<file path="config.mk">
export PLATFORM = sky130hd
export DESIGN_NAME = sevseg_scan_ctrl
export DESIGN_NICKNAME = d
export VERILOG_FILES = /design/src/rtl/sevseg_scan_ctrl.sv
export SDC_FILE = /design/constraint.sdc
export NUM_CORES = 1
export LEC_CHECK = 0
export BUFFER_PORTS_ARGS = -buffer_cell sky130_fd_sc_hd__buf_2
export CAP_MARGIN = 0
export CORE_UTILIZATION = 35
export CTS_BUF_LIST = sky130_fd_sc_hd__clkbuf_4
export CTS_CLUSTER_SIZE = 14
export DETAILED_ROUTE_END_ITERATION = 10
export PLACE_DENSITY_LB_ADDON = 0.3
export SLEW_MARGIN = 10
export SYNTH_ARGS = -nofsm -noshare
export SYNTH_HDL_FRONTEND = slang
export SYNTH_SLANG_ARGS = --single-unit
</file>
<file path="constraint.sdc">
create_clock -name clk -period 6.4 [get_ports clk]
set_clock_uncertainty 0.05 [all_clocks]
set_input_delay 1.28 -clock clk [delete_from_list [all_inputs] [get_ports clk]]
set_output_delay 1.28 -clock clk [all_outputs]
set_load 0.05 [all_outputs]
</file>
<file path="src/rtl/sevseg_scan_ctrl.sv">
// Multiplexed seven-segment scan driver: shadowed digit data, per-digit DP/blank,
// leading-zero suppression and PWM brightness with a dark guard cycle per slot.
module sevseg_scan_ctrl #(
    parameter int NUM_DIGITS     = 8,
    parameter int SCAN_DIV       = 50000,
    parameter int BRIGHT_W       = 4,
    parameter int ACTIVE_LOW_AN  = 1,
    parameter int ACTIVE_LOW_SEG = 1,
    localparam int IDX_W         = $clog2(NUM_DIGITS)
) (
    input  logic                    clk,
    input  logic                    Rst_n,
    input  logic                    en,
    input  logic [4*NUM_DIGITS-1:0] value,
    input  logic [NUM_DIGITS-1:0]   dp,
    input  logic [NUM_DIGITS-1:0]   blank_mask,
    input  logic                    lz_suppress,
    input  logic                    load,
    input  logic [BRIGHT_W-1:0]     brightness,
    output logic [NUM_DIGITS-1:0]   an,
    output logic [6:0]              sev_out,
    output logic                    dp_out,
    output logic [IDX_W-1:0]        digit_idx,
    output logic                    frame_done
);

    localparam int CNT_W   = $clog2(SCAN_DIV);
    localparam int ON_STEP = SCAN_DIV / (2**BRIGHT_W);

    logic [CNT_W-1:0]        r_slot_cnt;
    logic [IDX_W-1:0]        r_digit_idx;
    logic                    r_frame_done;
    logic                    r_pending;
    logic [4*NUM_DIGITS-1:0] r_sh_val;
    logic [NUM_DIGITS-1:0]   r_sh_dp;
    logic [NUM_DIGITS-1:0]   r_sh_blank;
    logic                    r_sh_lz;
    logic [BRIGHT_W-1:0]     r_bright_q;
    logic [NUM_DIGITS-1:0]   r_an_on;
    logic [6:0]              r_seg_on;
    logic                    r_dp_on;

    logic                    w_slot_end;
    logic                    w_wrap;
    logic                    w_all_zero;
    logic [NUM_DIGITS-1:0]   w_supp;
    logic                    w_dark;
    logic [3:0]              w_nib;
    logic [CNT_W:0]          w_on_lim;
    logic                    w_lit;
    logic [NUM_DIGITS-1:0]   w_onehot;

    // Returns the active-low pattern {a..g}; the caller inverts to get "segment lit".
    function automatic logic [6:0] seg_decode(input logic [3:0] nib);
        case (nib)
            4'h0:    seg_decode = 7'b0000001;
            4'h1:    seg_decode = 7'b1001111;
            4'h2:    seg_decode = 7'b0010010;
            4'h3:    seg_decode = 7'b0000110;
            4'h4:    seg_decode = 7'b1001100;
            4'h5:    seg_decode = 7'b0100100;
            4'h6:    seg_decode = 7'b0100000;
            4'h7:    seg_decode = 7'b0001111;
            4'h8:    seg_decode = 7'b0000000;
            4'h9:    seg_decode = 7'b0000100;
            4'hA:    seg_decode = 7'b0001000;
            4'hB:    seg_decode = 7'b1100000;
            4'hC:    seg_decode = 7'b0110001;
            4'hD:    seg_decode = 7'b1000010;
            4'hE:    seg_decode = 7'b0110000;
            default: seg_decode = 7'b0111000;
        endcase
    endfunction

    assign w_slot_end = en && (r_slot_cnt == CNT_W'(SCAN_DIV - 1));
    assign w_wrap     = w_slot_end && (r_digit_idx == IDX_W'(NUM_DIGITS - 1));

    // A digit is suppressed when it and every digit to its left hold zero.
    always_comb begin
        w_all_zero = 1'b1;
        w_supp     = '0;
        for (int k = NUM_DIGITS - 1; k >= 0; k--) begin
            w_all_zero = w_all_zero & (r_sh_val[4*k +: 4] == 4'h0);
            if (k != 0) begin
                w_supp[k] = r_sh_lz & w_all_zero;
            end
        end
    end

    assign w_nib    = r_sh_val[{r_digit_idx, 2'b00} +: 4];
    assign w_dark   = r_sh_blank[r_digit_idx] | w_supp[r_digit_idx];
    assign w_on_lim = (CNT_W+1)'((32'(r_bright_q) + 32'd1) * 32'(ON_STEP));
    assign w_lit    = en && (r_slot_cnt != '0) && ({1'b0, r_slot_cnt} < w_on_lim) && !w_dark;
    assign w_onehot = NUM_DIGITS'(1) << r_digit_idx;

    always_ff @(posedge clk or negedge Rst_n) begin
        if (!Rst_n) begin
            r_slot_cnt   <= '0;
            r_digit_idx  <= '0;
            r_frame_done <= 1'b0;
            r_bright_q   <= '0;
        end else begin
            r_frame_done <= w_wrap;
            if (en) begin
                r_slot_cnt <= w_slot_end ? '0 : r_slot_cnt + 1'b1;
                if (r_slot_cnt == '0) begin
                    r_bright_q <= brightness;
                end
            end
            if (w_slot_end) begin
                r_digit_idx <= (r_digit_idx == IDX_W'(NUM_DIGITS - 1)) ? '0 : r_digit_idx + 1'b1;
            end
        end
    end

    // Shadow data only changes at the frame boundary so a frame never mixes old and new values.
    always_ff @(posedge clk or negedge Rst_n) begin
        if (!Rst_n) begin
            r_pending  <= 1'b0;
            r_sh_val   <= '0;
            r_sh_dp    <= '0;
            r_sh_blank <= '0;
            r_sh_lz    <= 1'b0;
        end else if (w_wrap) begin
            r_pending <= 1'b0;
            if (r_pending || load) begin
                r_sh_val   <= value;
                r_sh_dp    <= dp;
                r_sh_blank <= blank_mask;
                r_sh_lz    <= lz_suppress;
            end
        end else if (load) begin
            r_pending <= 1'b1;
        end
    end

    always_ff @(posedge clk or negedge Rst_n) begin
        if (!Rst_n) begin
            r_an_on  <= '0;
            r_seg_on <= '0;
            r_dp_on  <= 1'b0;
        end else begin
            r_an_on  <= w_lit ? w_onehot : '0;
            r_seg_on <= w_lit ? ~seg_decode(w_nib) : '0;
            r_dp_on  <= w_lit & r_sh_dp[r_digit_idx];
        end
    end

    assign an         = (ACTIVE_LOW_AN != 0)  ? ~r_an_on  : r_an_on;
    assign sev_out    = (ACTIVE_LOW_SEG != 0) ? ~r_seg_on : r_seg_on;
    assign dp_out     = (ACTIVE_LOW_SEG != 0) ? ~r_dp_on  : r_dp_on;
    assign digit_idx  = r_digit_idx;
    assign frame_done = r_frame_done;

endmodule

</file>
==> results of run 1 <==
-- synth_stat cells, types with 7 or more instances --
master    count  area (um^2)
xor2_1       12          105
nand2_1      35          131
nor3_1        7         35.0
ha_1         61          763
a211oi_1      8         60.1
nor4_1        9         56.3
mux4_2       12          270
mux2_2       45          507
o21ai_0      18         90.1
xnor2_1      13          114
inv_1        38          143
dfrtp_1      90         2250
nand3_1       8         40.0
a21oi_1      20          100
mux2_4       10          150
nor2_1       29          109
-- worst max-delay path: cells and delay by family, from the launching register on --
| family | cells | cell delay, ns |
|---|---|---|
| AO/OA/AOI/OAI | 8 | 1.59 |
| AND/OR/NAND/NOR | 3 | 0.32 |
| flip-flops | 1 | 0.55 |
| adder cells (fa/ha/maj) | 6 | 1.73 |
| buffers and inverters | 1 | 0.26 |
| XOR/XNOR | 3 | 0.66 |
-- how the worst max path moves through the flow --
stage / start / depth (start not counted) / to
finish: r_bright_q[0]$_DFFE_PN0P_ / 21 / r_an_on[1]$_DFF_PN0_
global placement: r_bright_q[0]$_DFFE_PN0P_ / 21 / r_an_on[0]$_DFF_PN0_
CTS: r_bright_q[0]$_DFFE_PN0P_ / 21 / r_an_on[1]$_DFF_PN0_
floorplan: r_bright_q[0]$_DFFE_PN0P_ / 21 / r_seg_on[1]$_DFF_PN0_
global route: r_bright_q[0]$_DFFE_PN0P_ / 21 / r_an_on[0]$_DFF_PN0_
detailed placement: r_bright_q[0]$_DFFE_PN0P_ / 21 / r_an_on[1]$_DFF_PN0_
-- logic make-up after synthesis --
family | share of synthesized area (%)
simple gates | 10.8
flops | 41.2
mux | 17.9
compound gates | 7.89
fa+ha+maj | 14.3
buf+inv | 4.02
xor+xnor | 4.00
-- flip-flops by register name (all words and copies together), names as in the netlist --
| register | cells |
|---|---|
| digit_idx | 3 |
| frame_done | 1 |
| r_an_on | 8 |
| r_bright_q | 4 |
| r_dp_on | 1 |
| r_pending | 1 |
| r_seg_on | 7 |
| r_sh_blank | 8 |
| r_sh_dp | 8 |
| r_sh_lz | 1 |
| r_sh_val | 32 |
| r_slot_cnt | 16 |
-- power groups by stage --
stage | clock network [mW] | registers (mW) | logic [mW]
after floorplan | 0 | 0.612 | 0.0502
after global placement | 0 | 0.620 | 0.0861
after detailed placement | 0 | 0.621 | 0.0886
after CTS | 0.397 | 0.610 | 0.0896
after global routing | 0.421 | 0.615 | 0.103
final | 0.386 | 0.611 | 0.0875
-- metal layers --
| layer | track usage (%) | share of wire [%] | up-vias |
|---|---|---|---|
| met5 | 0 | 0 | - |
| met4 | 4.97 | 1.5 | 0 |
| met3 | 3.77 | 5.0 | 14 |
| met2 | 24.0 | 45 | 91 |
| met1 | 21.3 | 49 | 1844 |
| li1 | - | - | 1890 |
-- final cells by class --
cell class | count | area (um^2)
Clock buffer | 9 | 67.6
Clock inverter | 6 | 106
Fill cell | 1502 | 9020
Inverter | 39 | 146
Multi-Input combinational cell | 343 | 3000
Sequential cell | 90 | 2250
Tap cell | 211 | 264
Timing Repair Buffer | 79 | 405
-- placed cells by master (no fill, tap or decap), drive strengths merged, types with 8 or more instances in the layout --
master  count
a21oi      20
nand2      35
clkbuf      9
inv        39
xnor2      13
a211oi      8
nor4       10
dfrtp      90
o21ai      18
nand3       8
mux4       12
buf        79
xor2       12
nor2       29
mux2       55
ha         61
==> reports/qor.yml, run 1 <==
worst_setup_path:
  cp-end-kind: "flop"
  r2r_slack_ns: 1.11
  critPathRequiredTime_ns: 6.66
  cp-start-kind: "flop"
  r2r_start: "r_bright_q[0]$_DFFE_PN0P_"
  r2r-end: "r_an_on[1]$_DFF_PN0_"
  cpMaxStageDelayCell: "dfrtp_1"
  crit_chain: "ha_1, xor2_1, ha_1, xnor2_1, ha_1, ha_1, ha_1, a211o_1, o211ai_1, a21oi_1, a21o_1, a21oi_1, xor2_1, ha_1, nand3_1, nor2_1, o311ai_0, o211a_1, o41ai_2, buf_4, nor3b_1"
  critical_path.max_stage_delay_ns: 0.55
  arrival_ns: 5.56
  cp_common_cell: "ha_1"
  critPathKind: "reg2reg"
  path_max_fanout: 16
  ff2ff_path_depth: 21
power_and_ir_drop:
  p_clk_share_pct: 35.6
  p_sw_share_pct: 24.2
  power_frac_comb_pct: 8.1
  p_leak_nw: 3.18
  intPower_mw: 0.821
  power_mw: 1.08
  ir_drop_mv: 0.126
  pwr-share-seq_pct: 56.3
  power_density_nw_per_um2: 174
  switchingPower_mw: 0.263
place:
  numPortBuffers: 76
  post-place-ws_ns: 1.15
  placed_area_um2: 6070
  gp_congestion: 0.835
  dp_hpwl_um: 9080
  dp_cells: 762
route:
  vias_per_cell: 4.94
  vias: 3839
  drtPass1Iterations: 5
  ant_nets: 0
  drc: 0
  wire_per_inst_um: 15.1
  first_iter_violations: 106
  wl_um: 11800
run:
  cap_violations: 0
grt:
  grt_max_degree: 70
  antenna_found_initial: 0
  grt_use_total_pct: 15.5
  grt_pass1_wl_um: 19600
  grt_pass1_vias: 3918
  overflow: 0
die:
  rows: 45
  die_y_um: 127
  die_area_um2: 16100
  initial_utilization_pct: 35.9
  boundaryPins: 77
  die_w_um: 127
  coreArea_um2: 15300
timing:
  fin_ws_ns: 1.11
  holdWs_ns: 0.445
  max_freq_ghz: 0.189
  relSlewSlack_pct: 40.7
  finalMaxSlewViolations: 0
  worst_pin_slew_ns: 0.889
  rsz0062_at_grt: "no"
  hold_viol_final: 0
  tns_ns: 0
  min_period_over_period_pct: 82.7
  finalCriticalPeriod_ns: 5.29
  setup_viol_count_final: 0
layout:
  antennaDiodeCount: 0
  instances_no_fill: 777
  final_area_um2: 6240
  syn2layout_area_growth_pct: 14.1
  drive_gt1_share_pct: 29.2
  final_util_pct: 40.9
  layout.nets: 681
yosys:
  yosys_most_used_dff: "dfrtp_1"
  synth-edff-count: 0
  seq_area_frac_synth_pct: 41.2
  ys_ff_latch: 90
  yosysWarnings: 0
  syn_nets: 604
  syn_inst: 485
  synth_async_sr_flop_share_pct: 100
  ys_types: 52
  synth.avg_cell_area_um2: 11.3
  syn_area_um2: 5470
clock_network:
  htreeDepth: 3
  clk_pin_slew_ns: 0.15
  root_buffer: "clkbuf_4"
  clock_sinks: 90
  ctsHoldBuffers: 0
  postCtsSetupRepairBufs: 0
  clock_latency_ns: 0.45
  cts_tree: "yes"
  numCtsBuffers: 9
  ctsResizeCount: 0
  clockBufferDepth: 2
worst_hold_path:
  hp-start: "r_pending$_DFFE_PN0P_"
  hold_class: "reg2reg"
  hold_depth: 2
  hold_end: "r_pending$_DFFE_PN0P_"
status:
  run_status: "finished, final reports clean"
Power figures use the tool's default switching activity.
==> run 2, diff against run 1 <==
==> constraint.sdc (replaced) <==
create_clock -name clk -period 5.3 [get_ports clk]
set_clock_uncertainty 0.05 [all_clocks]
set_input_delay 1.06 -clock clk [delete_from_list [all_inputs] [get_ports clk]]
set_output_delay 1.06 -clock clk [all_outputs]
set_load 0.05 [all_outputs]
==> reports/qor.yml, run 2 (same netlist as run 1, synthesis figures left out) <==
status:
  run_status: "finished, final reports clean"
place:
  post-place-ws_ns: -0.0594  # -1.21 ns
  dp_hpwl_um: 9070  # -0.14%
  dp_cells: 763  # +0.13%
  gp_congestion: 0.833  # -0.17%
  numPortBuffers: 76  # unchanged
route:
  drc: 0  # unchanged
  wl_um: 11700  # -0.48%
  ant_nets: 0  # unchanged
  wire_per_inst_um: 14.9  # -1.5%
  first_iter_violations: 146  # +38%
  vias_per_cell: 4.96  # +0.37%
  vias: 3893  # +1.4%
  drtPass1Iterations: 4  # -1
clock_network:
  htreeDepth: 3  # unchanged
  root_buffer: "clkbuf_4"
  ctsHoldBuffers: 0  # unchanged
  cts_tree: "yes"
  clock_sinks: 90  # unchanged
  clockBufferDepth: 2  # unchanged
  clock_latency_ns: 0.45  # about the same
  numCtsBuffers: 9  # unchanged
  clk_pin_slew_ns: 0.14  # about the same
worst_setup_path:
  cp_common_cell: "ha_1"
  cp-end-kind: "flop"
  ff2ff_path_depth: 21  # unchanged
  critPathTopFamily: "compound AO/OA/AOI/OAI gates"
  crit_buf_inv: 3  # +2
  critPathRequiredTime_ns: 5.60  # -1.06 ns
  critical_path.max_stage_delay_ns: 0.57  # +0.02 ns
  path_max_fanout: 7  # -9
  cpMaxStageDelayCell: "fa_1"
  crit_chain: "ha_1, and3_2, ha_1, inv_1, fa_1, inv_1, ha_1, a211o_1, o211ai_1, a21oi_2, a21o_1, a21oi_1, xor2_1, ha_1, nand3_1, nor2_1, o311ai_0, o211a_1, o41ai_4, buf_2, a221oi_1"
  cp.depth: 21  # unchanged
  arrival_ns: 5.32  # -0.24 ns
  cp-start-kind: "flop"
  critPathKind: "reg2reg"
grt:
  grt_pass1_wl_um: 19500  # -0.42%
  grt_max_degree: 62  # -11%
  antenna_found_initial: 0  # unchanged
  met1_usage_pct: 21.1  # -0.20 points
  overflow: 0  # unchanged
  grt_util_met2_pct: 24.2  # +0.13 points
  top_usage_layer: "met2"
  grt.met3_usage_pct: 3.18  # -0.59 points
  grt_use_total_pct: 15.5  # about the same
  grt_pass1_vias: 3963  # +1.1%
power_and_ir_drop:
  ir_drop_mv: 0.163  # +29%
  switchingPower_mw: 0.312  # +19%
  p_clk_share_pct: 33.4  # -2.2 points
  p_leak_nw: 3.22  # +1.2%
  power_density_nw_per_um2: 200  # +15%
  power_frac_comb_pct: 8.3  # +0.2 points
  p_sw_share_pct: 24.7  # +0.45 points
  intPower_mw: 0.951  # +16%
  pwr-share-seq_pct: 58.3  # +2.0 points
die:
  die_w_um: 127  # unchanged
  boundaryPins: 77  # unchanged
  coreArea_um2: 15300  # unchanged
  die_area_um2: 16100  # unchanged
  rows: 45  # unchanged
  die_y_um: 127  # unchanged
  initial_utilization_pct: 35.9  # unchanged
timing:
  setup_viol_count_final: 0  # unchanged
  max_freq_ghz: 0.199  # +5.3%
  fin_ws_ns: 0.272  # -0.835 ns
  finalCriticalPeriod_ns: 5.03  # -0.265 ns
  relSlewSlack_pct: 42.6  # +1.8 points
  holdWs_ns: 0.453  # +0.00773 ns
  finalMaxSlewViolations: 0  # unchanged
  hold_viol_final: 0  # unchanged
  worst_pin_slew_ns: 0.861  # -0.0274 ns
  min_period_over_period_pct: 94.9  # +12 points
layout:
  multiInputGateArea_um2: 3040  # +1.5%
  n_fill_cell: 1442  # -4.0%
  antennaDiodeCount: 0  # unchanged
  instances_no_fill: 785  # +1.0%
  drive_gt1_share_pct: 31.4  # +2.2 points
  seq_area_um2: 2250  # about the same
  syn2layout_area_growth_pct: 15.5
  final_common_cell: "dfrtp_1"
  largest_reg_flops: 32  # unchanged
  layout.nets: 688  # +1.0%
  mostFrequentLayoutCells: "89 x dfrtp_1, 76 x buf_2, 60 x ha_1, 45 x mux2_2, 38 x inv_1"
  reg.largest.list: "r_sh_val: 32 flops, r_slot_cnt: 16 flops"
  regMostFlops: "r_sh_val"
run:
  cap_violations: 0  # unchanged
worst_hold_path:
  hold_class: "in2async"
==> run 2: changes by cell type in the layout (fill, tap and decap cells not counted), sizes merged <==
cell and change:
clkinvlp +1, buf +7, clkbuf +1, bufinv -1
==> run 2: metal layers <==
layer	up-vias	routed length [um]
li1	1899	-
met1	1887	5520
met2	85	5460
met3	22	461
met4	0	265
met5	-	0
==> run 2: path summary, 6_finish.rpt <==
check,end,startpoint,slack [ns]
worst min register to register,r_pending$_DFFE_PN0P_,r_pending$_DFFE_PN0P_,0.45
worst max-delay path,r_seg_on[5]$_DFF_PN0_,r_bright_q[0]$_DFFE_PN0P_,0.27
worst max register to register,r_seg_on[5]$_DFF_PN0_,r_bright_q[0]$_DFFE_PN0P_,0.27
min in group clk,r_pending$_DFFE_PN0P_,r_pending$_DFFE_PN0P_,0.45
max in group asynchronous,r_bright_q[0]$_DFFE_PN0P_,Rst_n,3.60
worst min-delay path,r_sh_val[10]$_DFFE_PN0P_,Rst_n,0.45
==> run 2: power by group through the flow <==
stage                     clock network, mW  logic (mW)  registers (mW)
after global placement                    0       0.104           0.750
after detailed placement                  0       0.107           0.750
final                                 0.422       0.105           0.736
after CTS                             0.439       0.108           0.737
after floorplan                           0      0.0606           0.739
after global routing                  0.467       0.128           0.741
==> run 2: layout make-up <==
type / count / share of cell area (%)
Inverter: 39 / 2.32
Timing Repair Buffer: 86 / 7.21
Sequential cell: 90 / 35.7
Clock buffer: 10 / 1.19
Multi-Input combinational cell: 343 / 48.2
Tap cell: 211 / 4.18
Clock inverter: 6 / 1.29
==> run 2: timing repair <==
| item | 4_1_cts | 5_1_grt |
|---|---|---|
| buffers inserted | 0 | 5 |
| gates cloned | 0 | 1 |
| endpoints found under the setup margin | 14 | 16 |
| resized for setup | 1 | 8 |
| pin swaps | 0 | 1 |
==> run 2: per-stage QoR <==
step                      TNS (ns)  utilization, %  area [um^2]  power [mW]
after detailed placement    -0.376            39.8         6080       0.857
final                            0            41.4         6320        1.26
after CTS                        0            40.9         6240        1.28
after floorplan                  0               -         5470       0.800
after global routing       -0.0830            41.4         6320        1.33
after global placement           0            39.8         6080       0.854
==> run 3, diff against run 2 <==
--- a/config.mk
+++ b/config.mk
@@ -7,7 +7,8 @@
 export LEC_CHECK = 0
 export BUFFER_PORTS_ARGS = -buffer_cell sky130_fd_sc_hd__buf_2
 export CAP_MARGIN = 0
-export CORE_UTILIZATION = 35
+export CORE_MARGIN = 8
+export CORE_UTILIZATION = 31
 export CTS_BUF_LIST = sky130_fd_sc_hd__clkbuf_4
 export CTS_CLUSTER_SIZE = 14
 export DETAILED_ROUTE_END_ITERATION = 10
==> reports/qor.yml, run 3 (same netlist as run 1, synthesis figures left out) <==
power_and_ir_drop:
  power_density_nw_per_um2: 192  # -3.9%
  intPower_mw: 0.900  # -5.4%
  pwr-share-seq_pct: 61.1  # +2.8 points
  power_frac_comb_pct: 9.1  # +0.8 points
  p_leak_nw: 3.19  # -0.86%
  p_sw_share_pct: 25.5  # +0.77 points
  switchingPower_mw: 0.308  # -1.4%
  p_clk_share_pct: 29.9  # -3.5 points
  ir_drop_mv: 0.122  # -25%
clock_network:
  htreeDepth: 3  # unchanged
  clk_pin_slew_ns: 0.14  # about the same
  root_buffer: "clkbuf_4"
  clock_sinks: 90  # unchanged
  clockBufferDepth: 2  # unchanged
  cts_tree: "yes"
  numCtsBuffers: 9  # unchanged
  clock_latency_ns: 0.42  # -0.03 ns
route:
  drtPass1Iterations: 4  # unchanged
  wl_um: 13100  # +12%
  wire_per_inst_um: 16.5  # +11%
  first_iter_violations: 129  # -12%
  ant_nets: 0  # unchanged
  vias: 3863  # -0.77%
  vias_per_cell: 4.86  # -2.0%
  drc: 0  # unchanged
grt:
  antenna_found_initial: 1  # +1
  grt_pass1_vias: 4239  # +7.0%
  grt_max_degree: 50  # -19%
  grt_use_total_pct: 12.1  # -3.4 points
  overflow: 0  # unchanged
  grt_pass1_wl_um: 21700  # +11%
layout:
  largest_reg_flops: 32  # unchanged
  final_area_um2: 6280  # -0.57%
  mostFrequentLayoutCells: "89 x dfrtp_1, 75 x buf_2, 59 x ha_1, 45 x mux2_2, 38 x inv_1"
  reg.largest.list: "r_sh_val: 32 flops, r_slot_cnt: 16 flops"
  antennaDiodeCount: 0  # unchanged
  layout.nets: 686  # -0.29%
  regMostFlops: "r_sh_val"
  final_util_pct: 36.3  # -5.1 points
  final_common_cell: "dfrtp_1"
  syn2layout_area_growth_pct: 14.8
  n_fill_cell: 1770  # +23%
  drive_gt1_share_pct: 30.7  # -0.66 points
worst_hold_path:
  hold_depth: 2
  hold_end: "r_pending$_DFFE_PN0P_"
  hp-start: "r_pending$_DFFE_PN0P_"
  hold_class: "reg2reg"
worst_setup_path:
  ff2ff_path_depth: 21  # unchanged
  r2r_start: "r_bright_q[0]$_DFFE_PN0P_"
  critPathRequiredTime_ns: 5.52  # -0.08 ns
  cp-start-kind: "flop"
  path_max_fanout: 8  # +1
  critPathKind: "reg2reg"
  cp-end-kind: "flop"
  r2r_slack_ns: 0.33  # +0.05 ns
  r2r-end: "r_an_on[1]$_DFF_PN0_"
  arrival_ns: 5.20  # -0.12 ns
timing:
  setup_viol_count_final: 0  # unchanged
  rsz0062_at_grt: "no"
  finalMaxSlewViolations: 0  # unchanged
  finalCriticalPeriod_ns: 4.97  # -0.0538 ns
  relSlewSlack_pct: 38.9  # -3.7 points
  hold_viol_final: 0  # unchanged
  fin_ws_ns: 0.326  # +0.0538 ns
  worst_pin_slew_ns: 0.916  # +0.0549 ns
  min_period_over_period_pct: 93.8  # -1.0 points
  max_freq_ghz: 0.201  # +1.1%
  tns_ns: 0  # unchanged
die:
  initial_utilization_pct: 31.6  # -4.2 points
  die_area_um2: 22200  # +37%
  coreArea_um2: 17300  # +13%
  die_y_um: 149  # +17%
  rows: 48  # +6.7%
  die_w_um: 149  # +17%
  boundaryPins: 77  # unchanged
place:
  gp_congestion: 0.830  # -0.43%
  post-place-ws_ns: 0.0572  # +0.117 ns
  placed_area_um2: 6090  # +0.16%
  dp_hpwl_um: 10400  # +14%
  numPortBuffers: 76  # unchanged
run:
  cap_violations: 0  # unchanged
status:
  run_status: "finished, final reports clean"
[run 3: layout make-up]
class                           count  area [um^2]  share of cell area [%]
Multi-Input combinational cell    343         3040                    48.3
Inverter                           39          146                    2.33
Sequential cell                    90         2250                    35.9
Timing Repair Buffer               84          447                    7.11
Clock inverter                      4         45.0                   0.717
Clock buffer                       10         75.1                    1.19
Tap cell                          225          282                    4.48
[run 3: worst max-delay path by stage]
stage | depth (start not counted) | from | endpoint
after global routing | 21 | r_bright_q[0]$_DFFE_PN0P_ | r_seg_on[5]$_DFF_PN0_
after global placement | 21 | r_bright_q[0]$_DFFE_PN0P_ | r_an_on[0]$_DFF_PN0_
after detailed placement | 21 | r_bright_q[0]$_DFFE_PN0P_ | r_an_on[1]$_DFF_PN0_
after floorplan | 21 | r_bright_q[0]$_DFFE_PN0P_ | r_seg_on[1]$_DFF_PN0_
after CTS | 21 | r_bright_q[0]$_DFFE_PN0P_ | r_an_on[1]$_DFF_PN0_
final | 21 | r_bright_q[0]$_DFFE_PN0P_ | r_an_on[1]$_DFF_PN0_
[run 3: power by group through the flow]
| stage | sequential, mW | combinational, mW | clock (mW) |
|---|---|---|---|
| 6_report | 0.737 | 0.110 | 0.361 |
| 5_1_grt | 0.742 | 0.127 | 0.410 |
| 4_1_cts | 0.737 | 0.111 | 0.374 |
| 3_3_place_gp | 0.750 | 0.107 | 0 |
| 2_1_floorplan | 0.739 | 0.0606 | 0 |
| 3_5_place_dp | 0.750 | 0.110 | 0 |
[run 3: repair_timing]
item	in CTS	in global routing
setup endpoints to repair	0	16
gates resized for setup	0	12
hold buffers	0	0
setup buffers	0	4
[run 3: critical path: stages (launching register included)]
cell      delay (ns)
dfrtp_2         0.45
ha_1            0.24
and3_1          0.26
ha_1            0.34
inv_1           0.07
fa_1            0.55
inv_1           0.07
ha_1            0.24
a211o_1         0.31
o211ai_1        0.16
a21oi_2         0.12
a21o_1          0.19
a21oi_1         0.17
xor2_1          0.09
ha_1            0.30
nand3_1         0.09
nor2_1          0.16
o311ai_0        0.15
o211a_1         0.19
o41ai_4         0.36
buf_6           0.19
nor3b_1         0.06
[run 3: through the flow]
step	total power [mW]	hold WS (ns)	std cells
6_report	1.21	0.442	795
3_5_place_dp	0.860	0.417	776
5_1_grt	1.28	0.463	795
2_1_floorplan	0.800	0.393	485
4_1_cts	1.22	0.450	790
3_3_place_gp	0.857	0.420	776
[run 3: layer usage]
metal,up-vias,GRT usage (%),wire length (um),part of all wire (%)
met4,2,3.23,120,0.91
met1,1878,15.9,6160,47
met3,10,3.28,585,4.5
li1,1895,-,-,-
met5,-,0,10,0.076
met2,78,19.4,6260,48
